===== config.mk =====
export PLATFORM = sky130hd
export DESIGN_NAME = k503_sprite_scheduler
export DESIGN_NICKNAME = d
export VERILOG_FILES = /design/src/rtl/k503_sprite_scheduler.sv
export SDC_FILE = /design/constraint.sdc
export NUM_CORES = 1
export LEC_CHECK = 0
export CORE_MARGIN = 5
export CORE_UTILIZATION = 55
export CTS_CLUSTER_DIAMETER = 120
export DETAILED_ROUTE_END_ITERATION = 16
export PLACE_DENSITY_LB_ADDON = 0.12
export SLEW_MARGIN = 10
export SYNTH_ARGS = -nofsm -noshare
export SYNTH_HDL_FRONTEND = slang
export SYNTH_SLANG_ARGS = --single-unit
export TNS_END_PERCENT = 5

===== constraint.sdc =====
create_clock -name CLK -period 3.2 [get_ports CLK]
set_clock_uncertainty 0.05 [all_clocks]
set_input_delay 0.8 -clock CLK [delete_from_list [all_inputs] [get_ports CLK]]
set_output_delay 0.8 -clock CLK [all_outputs]
set_load 0.01 [all_outputs]

===== src/rtl/k503_sprite_scheduler.sv =====
// Per-scanline sprite scan sequencer: walks object RAM, applies the 503 Y hit test
// and queues up to MAX_PER_LINE hits. Define K503_SCHED_REVERSE_EN to scan high index first.
module k503_sprite_scheduler #(
  parameter int NUM_SPRITES  = 24,
  parameter int MAX_PER_LINE = 8
) (
  input  logic       CLK,
  input  logic       RESET,
  input  logic       CEN,
  input  logic       LINE_START,
  input  logic [7:0] VCNT,
  output logic [6:0] OBJ_ADDR,
  input  logic [7:0] OBJ_DATA,
  output logic       SPR_VALID,
  input  logic       SPR_READY,
  output logic [4:0] SPR_INDEX,
  output logic [3:0] SPR_ROW,
  output logic       SPR_HFLIP,
  output logic       SPR_VFLIP,
  output logic       BUSY,
  output logic       LINE_OVERFLOW
);

  localparam int PW = (MAX_PER_LINE > 1) ? $clog2(MAX_PER_LINE) : 1;
  localparam int CW = PW + 1;
  localparam logic [4:0] IDX_LAST = 5'(NUM_SPRITES - 1);
`ifdef K503_SCHED_REVERSE_EN
  localparam logic [4:0] IDX_FIRST = IDX_LAST;
  localparam logic [4:0] IDX_END   = 5'd0;
`else
  localparam logic [4:0] IDX_FIRST = 5'd0;
  localparam logic [4:0] IDX_END   = IDX_LAST;
`endif

  typedef enum logic [2:0] {IDLE, RD_Y, EV_Y, RD_ATTR, EV_ATTR, PUSH, NEXT, DONE} state_t;

  typedef struct packed {
    logic [4:0] idx;
    logic [3:0] row;
    logic       hflip;
    logic       vflip;
  } spr_ent_t;

  state_t          state_q, state_d;
  logic [4:0]      idx_q, idx_d, idx_nxt;
  logic [7:0]      vcnt_q, vcnt_d;
  logic [3:0]      row_q, row_d;
  logic            hflip_q, hflip_d, vflip_q, vflip_d;
  logic [CW-1:0]   hit_cnt_q, hit_cnt_d;
  logic            ovf_q, ovf_d;
  logic [6:0]      addr_q, addr_d;
  spr_ent_t        mem_q [MAX_PER_LINE];
  spr_ent_t        mem_d [MAX_PER_LINE];
  logic [PW-1:0]   wr_ptr_q, wr_ptr_d, rd_ptr_q, rd_ptr_d;
  logic [CW-1:0]   cnt_q, cnt_d;
  logic [7:0]      sum;
  logic            push, pop, flush;

  assign sum = OBJ_DATA + vcnt_q;

`ifdef K503_SCHED_REVERSE_EN
  assign idx_nxt = idx_q - 5'd1;
`else
  assign idx_nxt = idx_q + 5'd1;
`endif

  always_comb begin
    state_d   = state_q;
    idx_d     = idx_q;
    vcnt_d    = vcnt_q;
    row_d     = row_q;
    hflip_d   = hflip_q;
    vflip_d   = vflip_q;
    hit_cnt_d = hit_cnt_q;
    ovf_d     = ovf_q;
    addr_d    = addr_q;
    push      = 1'b0;
    flush     = 1'b0;
    if (CEN) begin
      if (LINE_START) begin
        // A new line aborts any scan in flight; nothing partial reaches the FIFO.
        vcnt_d    = VCNT;
        idx_d     = IDX_FIRST;
        hit_cnt_d = '0;
        ovf_d     = 1'b0;
        addr_d    = {IDX_FIRST, 2'd0};
        flush     = 1'b1;
        state_d   = RD_Y;
      end else begin
        case (state_q)
          RD_Y:    state_d = EV_Y;
          EV_Y: begin
            row_d = sum[3:0];
            if (sum[7:4] == 4'hF) begin
              addr_d  = {idx_q, 2'd1};
              state_d = RD_ATTR;
            end else begin
              state_d = NEXT;
            end
          end
          RD_ATTR: state_d = EV_ATTR;
          EV_ATTR: begin
            vflip_d = OBJ_DATA[7];
            hflip_d = OBJ_DATA[6];
            state_d = PUSH;
          end
          PUSH: begin
            if (hit_cnt_q == CW'(MAX_PER_LINE)) begin
              ovf_d   = 1'b1;
              state_d = DONE;
            end else begin
              push      = 1'b1;
              hit_cnt_d = hit_cnt_q + CW'(1);
              state_d   = NEXT;
            end
          end
          NEXT: begin
            if (idx_q == IDX_END) begin
              state_d = DONE;
            end else begin
              idx_d   = idx_nxt;
              addr_d  = {idx_nxt, 2'd0};
              state_d = RD_Y;
            end
          end
          default: ;
        endcase
      end
    end
  end

  always_comb begin
    mem_d    = mem_q;
    wr_ptr_d = wr_ptr_q;
    rd_ptr_d = rd_ptr_q;
    cnt_d    = cnt_q;
    pop      = CEN && SPR_READY && (cnt_q != '0) && !flush;
    if (flush) begin
      wr_ptr_d = '0;
      rd_ptr_d = '0;
      cnt_d    = '0;
    end else begin
      if (push) begin
        mem_d[wr_ptr_q] = '{idx: idx_q, row: row_q ^ {4{vflip_q}}, hflip: hflip_q, vflip: vflip_q};
        wr_ptr_d        = wr_ptr_q + PW'(1);
      end
      if (pop) rd_ptr_d = rd_ptr_q + PW'(1);
      cnt_d = cnt_q + CW'(push) - CW'(pop);
    end
  end

  always_ff @(posedge CLK) begin
    if (RESET) begin
      state_q   <= IDLE;
      idx_q     <= '0;
      vcnt_q    <= '0;
      row_q     <= '0;
      hflip_q   <= 1'b0;
      vflip_q   <= 1'b0;
      hit_cnt_q <= '0;
      ovf_q     <= 1'b0;
      addr_q    <= '0;
      mem_q     <= '{default: '0};
      wr_ptr_q  <= '0;
      rd_ptr_q  <= '0;
      cnt_q     <= '0;
    end else begin
      state_q   <= state_d;
      idx_q     <= idx_d;
      vcnt_q    <= vcnt_d;
      row_q     <= row_d;
      hflip_q   <= hflip_d;
      vflip_q   <= vflip_d;
      hit_cnt_q <= hit_cnt_d;
      ovf_q     <= ovf_d;
      addr_q    <= addr_d;
      mem_q     <= mem_d;
      wr_ptr_q  <= wr_ptr_d;
      rd_ptr_q  <= rd_ptr_d;
      cnt_q     <= cnt_d;
    end
  end

  assign OBJ_ADDR      = addr_q;
  assign SPR_VALID     = (cnt_q != '0);
  assign SPR_INDEX     = mem_q[rd_ptr_q].idx;
  assign SPR_ROW       = mem_q[rd_ptr_q].row;
  assign SPR_HFLIP     = mem_q[rd_ptr_q].hflip;
  assign SPR_VFLIP     = mem_q[rd_ptr_q].vflip;
  assign BUSY          = (state_q != IDLE) && (state_q != DONE);
  assign LINE_OVERFLOW = ovf_q;

endmodule


# Word level (Yosys, flattened, before mapping)
# Index checks and enable logic that the tools add are counted.
[totals]
ff_bits = 132
inputBits = 21
out_inout_bits = 21
wordCells = 126
[op_classes]
add_sub_neg = 7
magnitude_cmp = 3
eq_ne = 14
muxes = 30
n_bitwise = 5
n_reduce_logical = 23
[op_table]
columns = ["op", "n"]
rows = [
  ["$bwmux 88", 1],
  ["$bmux 11 s3", 1],
  ["$demux 11 s3", 1],
  ["$mux 11", 3],
  ["$mux 7", 3],
  ["$pmux 3 s6", 1],
  ["$mux 5", 3],
  ["$reduce_and 3->1", 5],
  ["$pmux 7 s2", 1],
  ["$mux 4", 3],
  ["$mux 1", 10],
  ["$eq 3x3->1 const B", 3],
  ["$mux 3", 3],
  ["$ne 3x3->1 const B", 3],
  ["$add 8x8->8", 1],
  ["$eq 4x4->1 const B", 2],
  ["$ge 4x4->1 const B", 2],
  ["$not 3->4", 2],
  ["$reduce_bool 7->1", 1],
  ["$add 3x1->3 const B", 2],
  ["$eq 3x2->1 const B", 2],
  ["$reduce_and 2->1", 3],
  ["$reduce_bool 2->1", 3],
  ["$reduce_bool 3->1", 2],
  ["other kinds (15)", 21],
]

# Longest topological paths before layout
# Gate-level depths: netlist (run 1).
[depth]
word_depth = 7
mapped_depth = 12
mapped_depth_nobuf = 12

# Worst setup path before layout (run 1)
# OpenSTA, ideal clock, no wires.
[synth_timing]
path_kind = "in2reg"
from = "input CEN"
to = "register cnt_q[2]"
setup_ns = 0.126
arrival_time_ns = 2.635
required_time_ns = 3.024
slack_ns = 0.389
cell_stages = 11
cell_sequence = "buf_4 -> nand2b_1 -> buf_2 -> nor3_4 -> inv_2 -> ha_1 -> inv_1 -> ha_1 -> fa_1 -> xnor2_1 -> nor2_1"
[synth_via]
elab_chain_len = 4
word_cells_on_any_way = 9
[synth_rtl]
columns = ["element", "line", "rtl"]
rows = [
  ["start: declaration", "9", "input logic CEN,"],
  ["parallel branches: the longest is 4 deep, another holds $add 4x1->4", "-", ""],
  ["end signal: assignment", "180", "cnt_q <= cnt_d;"],
  ["end: declaration", "55", "logic [CW-1:0] cnt_q, cnt_d;"],
]
# Several ways; the timed one is not identified.
# A chain may end at the register's enable or synchronous reset.

# Final worst setup path (run 1)
[layout_timing]
from = "register rd_ptr_q[0]"
to = "output SPR_ROW[3]"
[layout_via]
elab_chain_len = 4
[layout_rtl]
columns = ["element", "line", "rtl"]
rows = [
  ["start: declaration", "54", "logic [PW-1:0] wr_ptr_q, wr_ptr_d, rd_ptr_q, rd_ptr_d;"],
  ["start signal: assignment", "179", "rd_ptr_q <= rd_ptr_d;"],
  ["$not 3->4 (implied by the code)", "187", "assign SPR_ROW = mem_q[rd_ptr_q].row;"],
  ["$bmux 11 s3", "187", ""],
  ["$mux 11 (2 in series)", "-", ""],
  ["end: declaration", "17", "output logic [3:0] SPR_ROW,"],
]
# No other way between the ends. The select of a mux whose other input is x is not followed.

==> results of run 1 <==
timing repair:
item	CTS	global route
buffers inserted	0	0
pin swaps	0	0
gates cloned	1	0
resized for setup	3	4
endpoints found under the setup margin	7	4
layer usage:
layer  share of wire, %  vias up
met5                  0        -
met2                 47      123
met4                1.4        0
met3                4.7       20
met1                 46     2324
li1                   -     2405
cell usage in the layout, fill, tap and decap left out, types with 4 or more instances in the layout:
master and count:
and3_1 5, bufinv_16 4, clkdlybuf4s50_1 35, mux2i_1 46
nor3_1 4, mux4_2 22, nand3_1 14, a21oi_1 47
nand2b_1 8, dfxtp_1 130, buf_4 24, inv_1 13
clkbuf_16 17, mux2_2 11, a31oi_1 5, a211oi_2 4
o21ai_0 13, ha_1 17, a211oi_1 29, nand2_1 85
clkbuf_8 5, nor2_1 101, xnor2_1 12, dlymetal6s2s_1 4
xor2_1 7
per-stage QoR:
| stage | util, % | TNS [ps] | cell area [sq um] | hold WS [ps] |
|---|---|---|---|---|
| CTS | 68.24 | 0 | 7495 | 399.9 |
| finish | 68.33 | 0 | 7505 | 398.3 |
| global route | 68.33 | 0 | 7505 | 423.9 |
| global placement | 62.05 | 0 | 6815 | 386.3 |
| floorplan | - | 0 | 6237 | 378.7 |
| detailed placement | 62.05 | -96.70 | 6815 | 392.1 |
power groups by stage:
stage / sequential [mW] / clock (mW) / combinational, mW
finish: 1.65 / 2.09 / 0.162
detailed placement: 1.68 / 0 / 0.160
global route: 1.65 / 2.20 / 0.177
CTS: 1.65 / 2.11 / 0.162
global placement: 1.68 / 0 / 0.155
floorplan: 1.68 / 0 / 0.100
path summary, 6_finish.rpt:
check | startpoint | endpoint | depth (start not counted)
worst min-delay path | mem_q[19] | mem_q[19] | 2
worst max register to register | hit_cnt_q[0] | cnt_q[2] | 11
worst min register to register | mem_q[19] | mem_q[19] | 2
worst max-delay path | rd_ptr_q[0] | SPR_ROW[3] | 4
final cells by class:
| type | count | area (sq um) | area share, % |
|---|---|---|---|
| tap | 140 | 175.2 | 2.334 |
| multi-input combinational | 473 | 3334 | 44.43 |
| clock inverter | 8 | 146.4 | 1.951 |
| timing repair buffer | 67 | 668.1 | 8.903 |
| inverter | 14 | 52.55 | 0.7002 |
| sequential | 131 | 2626 | 35.00 |
| clock buffer | 24 | 501.7 | 6.686 |
logic make-up (layout without fill, tap and decap cells):
| logic type | Yosys count | after routing |
|---|---|---|
| compound gates | 112 | 112 |
| xor+xnor | 19 | 19 |
| fa+ha+maj | 19 | 19 |
| buf+inv | 67 | 113 |
| flops | 131 | 131 |
| mux | 79 | 79 |
| other cells | 1 | 1 |
| simple gates | 243 | 243 |
sequential cells by signal, summed over array words and instances, names as in the netlist, 3 cells and up:
signal and cells:
state_q 3, OBJ_ADDR 6, rd_ptr_q 3, mem_q 88, vcnt_q 8, row_q 4
wr_ptr_q 3, cnt_q 4, idx_q 5, hit_cnt_q 4
critical path, delay by kind of cell (launching register included):
| kind | cells | cell delay (ps) |
|---|---|---|
| flops | 1 | 400 |
| mux | 2 | 800 |
| buf+inv | 2 | 660 |
==> run summary, run 1 <==
The flow ran to the end, and the final reports show no timing, DRC or antenna violations. After synthesis, the netlist uses 54 different library cells. After synthesis, the most frequently instantiated cells are dfxtp_1, nor2_1, nand2_1. The clock power share came out at 53.6%. The design draws 3.906 mW. Timing analysis after detailed placement gives a worst setup slack of -34.89 ps. In this run, synthesis inferred 0 flip-flops with an integrated enable.

The tools report the max-slew violation count as 0. After clock tree synthesis, the clock-pin slew on the worst setup and hold paths is 50 ps. Setup repair after global routing left no endpoint under its margin. For this design the ratio of total power to cell area is 520.4 nW/um^2. CTS saw 131 sinks.

In this run the tool buffered the top-level ports with 40 buffer cells. The tools report the number of nets with antenna violations after routing as 0. The run gives 17 as the number of CTS-inserted buffers. The tree is rooted in a clkbuf_16. Count of nets after finishing: 744. STA classifies the critical path endpoint as a primary output. The run gives 4937 as the via count of the first global-routing pass. Buffers inserted to repair hold after CTS numbered 0. The number of antenna diodes in the final layout is 0. The slowest stage of the critical path belongs to the cell mux4_2.

For the initial antenna violation count, the log shows 0. The die covers 13570 sq um. The final clock period utilization by the worst path is 97.55%. The tools report the number of placed instances with taps included as 824.

The internal portion of the total power is 3.115 mW. The critical path's largest stage delay was 520 ps. Yosys printed 0 warnings. The post-layout worst setup margin is 78.28 ps, and the combinational group share of total power is 4.1%.

After synthesis, the mean cell area works out to 9.295 sq um. The met1 track demand over resource in global routing came out at 32.07%. VDD sags by at most 0.3825 mV.

Global routing consumed, on the met3 layer, 4.767% of the routing resources. The run gives 2 as the maximum number of buffers from clock root to sink. Summing the sequential cell areas from Yosys gives 42.05% of the chip area.

The largest driver fanout on the critical path works out to 12. The library cell with the highest instance count after synthesis is dfxtp_1. Summing the areas of all fa, ha and maj instances in the mapped netlist gives 4.052% of the synthesized area.

Summing every instance area after synthesis gives 6237 sq um. The critical path arrival was 2270 ps; the floorplan die height was 116.5 um. Max-cap violations in this run came to 0. The run gives 0.7901 mW as the switching power summed over all nets. Fill cells in the final layout number 863. After detailed routing, the average wire length per cell comes to 17.26 um.

The I/O pin count is 42. Clock latency on the worst-skew pair, taken at its later pin, is 410 ps. Entering global routing, the biggest net connects 94 pins. The routability-driven placement congestion ratio came out at 0.8401.

Measured against its own limit, the worst slew margin works out to 36.48%. The worst register-to-register path has a setup slack of 710 ps. The H-tree depth reported by CTS came out at 4.

Summed over all layers, the global routing overflow is 0. The die width works out to 116.5 um. The share of flip-flops with an asynchronous set or reset after synthesis is 0%, and the overall fraction of global-route tracks in use is 23.63%. At the pin with the least slew margin, the transition time is 946.0 ps. The cell count after synthesis came out at 671. Of the total synthesized cell area, the portion taken by XOR and XNOR cells is 2.668%.

Wires add up to 14790 um. The run gives 0 as the DRC violation count after routing. Net switching is 20.23% of the power. Derived from the worst setup path, the maximum achievable clock frequency is 320.3 MHz. By area, the combinational part of the netlist is dominated by simple AND/OR/NAND/NOR gates. The first global-routing pass estimated 24780 um of wire. In the global route stage, met2 resource usage came out at 38.18%. The critical path is of the register to primary output type. Compared with the post-synthesis result, the final layout area differs by 20.32%. The worst hold path class is register to register.

The via count normalized by instance count works out to 5.685. The dominant cell type by area after synthesis is dfxtp_1. Layer with the highest usage: met2.

The most used flip-flop cell after synthesis is dfxtp_1. The logs give 2350 ps for the required arrival time at the worst endpoint and 56.79% for the initial cell density of the core. The tools report the type of element launching the critical path as a register. The logs give 711 for the post-synth net total and 4872 for the overall via count from detail_route. TritonCTS built the clock tree. The number of storage elements in the synthesis netlist is 131. Measured against the total synthesized area, the mux share comes to 17.31%. The area fraction in compound gates after synthesis was 11.51%; the site row count was 38. Once layout is complete, the cells apart from fillers number 857. Counting I/O delays and the setup requirement, the final critical path takes 3122 ps. The number of failing hold endpoints at the final stage is 0, and the simple-gate share of the synthesized area is 17.85%. Setup violations remaining at the end of the flow were counted as 0.

The share of the synthesized area in the top cell type is 42.05%. Of the total power, registers draw 42.2%. Once detailed placement completed, the half-perimeter wirelength came to 9426 um.

The tools report the number of DRC markers in iteration 0 as 363. The leakage power summed over all cells was 2.733 nW. Share of layout cells above drive strength 1: 14.78%.

The signal on the critical path passes through buf_12 > mux4_2 > mux2_2 > clkdlybuf4s50_1. The core region area is 10980 sq um. By area the synthesized netlist is led by dfxtp_1, mux4_2, mux2i_1, nor2_1, nand2_1. Before antenna repair, the detailed router went through 5 iterations.
No activity file was read; power rests on OpenSTA's default activity.
==> run 2, diff against run 1 <==
Settings changed: CORE_UTILIZATION 55 to 53.
Clock period 3.2 ns to 2.7 ns, I/O delays scaled along.
==> run 2 against run 1 <==
Net effect:
- the flow now finishes with violations (setup timing)
- non-clock buffer count increased by 25
- largest cell class unchanged
- critical path depth rose by 1
- clock power grew 6%
- largest power group unchanged
- flip-flop and latch count did not move
- die area up 3.4%
- highest routed layer unchanged
- routed wire length rose by 2.6%
- global-route usage shrank 1.2 points
==> run summary, run 2 (synthesis gave the netlist of run 1 again) <==
The run finished, with violations left. The number of nets with antenna violations after routing was 0 (unchanged); the number of flip-flops in the largest register was 88 (unchanged). The sum of net half-perimeters after detailed placement was 9550 um (was 9426 um); the I/O pin count was 42 (unchanged).

The pin count of the biggest net entering global routing is 84 (was 94). Top library cells by usage in the layout, fill and taps aside: dfxtp_1, nor2_1, nand2_1, a21oi_1, mux2i_1 (unchanged). For the initial cell density of the core, the log shows 54.39% (was 56.79%).

The wire length per cell after detailed routing works out to 17.15 um (was 17.26 um). Setup repair after global routing could not meet its margin everywhere. The cell area power density is 560.6 nW/um^2 (was 520.4 nW/um^2), and the die width is 118.5 um (was 116.5 um). The number of CTS-inserted buffers was 17 (unchanged); the switching power summed over all nets was 0.9790 mW (was 0.7901 mW). The global-route wire length before repair came out at 25560 um (was 24780 um).

The tools report the routability-driven placement congestion ratio as 0.8361 (was 0.8401). The tools report the clock root buffer as clkbuf_16 (unchanged). The logs give 68.03% (was 68.33%) for the share of the core filled with cells in the final layout and 2 (unchanged) for the maximum number of buffers from clock root to sink. The run gives -18.42 ps (was 78.28 ps) as the post-layout worst setup margin.

The tools report the highest ir drop seen on vdd as 0.4188 mV (was 0.3825 mV). Of the available clock period, the critical path in the final layout requires 100.7%. The number of failing hold endpoints at the final stage was 0 (unchanged); the initial antenna violation count was 0 (unchanged). For the count of nets after finishing, the log shows 769 (was 744). The leakage power summed over all cells is 2.811 nW (was 2.733 nW).

The slowest cell on the critical path was mux4_2 (unchanged). The leftover overflow at the end of global routing was 0 (unchanged); the area added between synthesis and finish was 25.08% (was 20.32%). The critical path arrival was 1990 ps (was 2270 ps). Leading cell type in the layout, fill and taps excluded: dfxtp_1 (unchanged). The critical path's largest stage delay works out to 480 ps (was 520 ps). Cells along the critical path: buf_12 > buf_4 > mux4_2 > mux2_2 > buf_6 (was buf_12 > mux4_2 > mux2_2 > clkdlybuf4s50_1). The worst path needs 2718 ps of the cycle, external delays included. The H-tree depth reported by CTS was 4 (unchanged); the floorplan die height was 118.5 um (was 116.5 um).

The site row count was 39 (was 38). The number of DRC markers in iteration 0 is 369 (was 363), and the largest driver fanout on the critical path is 5 (was 12). The clock power share was 50.7% (was 53.6%). TritonCTS built the clock tree. For the core region area, the log shows 11470 sq um (was 10980 sq um).

For the power consumption, the log shows 4.373 mW (was 3.906 mW). Clock transition at the registers of the reported paths: 60 ps (was 50 ps). Type of element launching the critical path: a register (unchanged). The number of sinks handled by clock tree synthesis is 131 (unchanged).

Detailed-routing iteration count for the pre-antenna-repair pass: 4 (was 5). The run gives 5066 (was 4937) as the via count of the first global-routing pass. The overall via count from detail_route was 4976 (was 4872); the share of total power consumed by net switching was 22.39% (was 20.23%).

Worst-case headroom to the max-slew limit: 38.85% (was 36.48%). The latest clock arrival within the worst-skew pair came out at 420 ps (was 410 ps). The tools report the max-slew violation count as 0 (unchanged). Sort of element at the end of the critical path: a primary output (unchanged).

The overall fraction of global-route tracks in use is 22.45% (was 23.63%). The total of buffers placed on input and output ports is 40 (unchanged), and the share of layout cells above drive strength 1 is 19.81% (was 14.78%). The tools report the number of max-cap violations as 0 (unchanged). The worst hold path class is register to register (unchanged). The tools report the cell internal power dissipation as 3.394 mW (was 3.115 mW). The die area was 14040 sq um (was 13570 sq um); the post-detailed-routing wire length was 15180 um (was 14790 um). The share of power burned in registers was 44.7% (was 42.2%); the number of antenna repair diodes was 0 (unchanged).

The final reports fail on setup timing. Required arrival time at the worst endpoint: 1980 ps (was 2350 ps). Worst hold slack: 400.3 ps (was 398.3 ps). The start-to-end type of the worst setup path was register to primary output (unchanged). The tools report the DRC violation count after routing as 0 (unchanged).

The register name with the most flops is mem_q (unchanged). The combinational group share of total power was 4.7% (was 4.1%); the slew at the pin closest to its max-slew limit was 910.7 ps (was 946.0 ps). The number of failing setup endpoints in the final timing report is 7 (was 0), and the number of buffers inserted by hold repair at cts is 0 (unchanged). For this run, the top clock speed supported by timing is 367.9 MHz. The via count normalized by instance count was 5.623 (was 5.685).
-- run 2: critical path, delay by kind of cell (launching register included) --
kind	cells	cell delay [ps]
flops	1	420
mux	2	770
buf+inv	3	400
-- run 2: power by group through the flow --
stage / clock [mW] / combinational (mW) / sequential (mW)
3_3_place_gp: 0 / 0.193 / 1.99
4_1_cts: 2.25 / 0.199 / 1.95
5_1_grt: 2.35 / 0.223 / 1.95
3_5_place_dp: 0 / 0.196 / 2.00
6_report: 2.22 / 0.203 / 1.95
2_1_floorplan: 0 / 0.119 / 1.99
-- run 2: cell type report --
cell class	count	area, sq um
inverters	14	52.55
flip-flops and latches	131	2626
clock buffers	20	436.7
clock inverters	12	132.6
multi-input cells	473	3407
well taps	143	178.9
fillers	912	3666
repair buffers	92	967.2
-- run 2: stage by stage --
stage / std cells / setup TNS (ps) / setup slack, ps / instance area (sq um)
global route: 885 / -559.5 / -65.58 / 7801
global placement: 841 / -2788 / -353.5 / 6987
finish: 885 / -66.29 / -18.42 / 7801
detailed placement: 841 / -3983 / -439.7 / 6987
CTS: 885 / -322.4 / -50.12 / 7766
floorplan: 671 / 0 / 13.83 / 6237
-- run 2: metal layers --
layer / vias to the layer above / part of all wire, % / wire, um / global-route usage, %
li1: 2448 / - / - / -
met1: 2364 / 43 / 6593 / 29.59
met2: 149 / 47 / 7194 / 35.16
met3: 15 / 7.8 / 1191 / 6.160
met4: 0 / 1.3 / 198 / 8.859
met5: - / 0 / 0 / 0
-- run 2: path summary, 6_finish.rpt --
kind	slack, ps	cells past startpoint	startpoint	endpoint
max reg2reg	230	11	hit_cnt_q[0]	cnt_q[2]
min	400	2	mem_q[20]	mem_q[20]
max	-20	5	rd_ptr_q[0]	SPR_VFLIP
min reg2reg	400	2	mem_q[20]	mem_q[20]
-- run 2: repair_timing --
action,4_1_cts,5_1_grt
endpoints found under the setup margin,12,16
gates cloned,2,0
gates resized for setup,66,12
pin swaps,0,3
buffers inserted,10,1
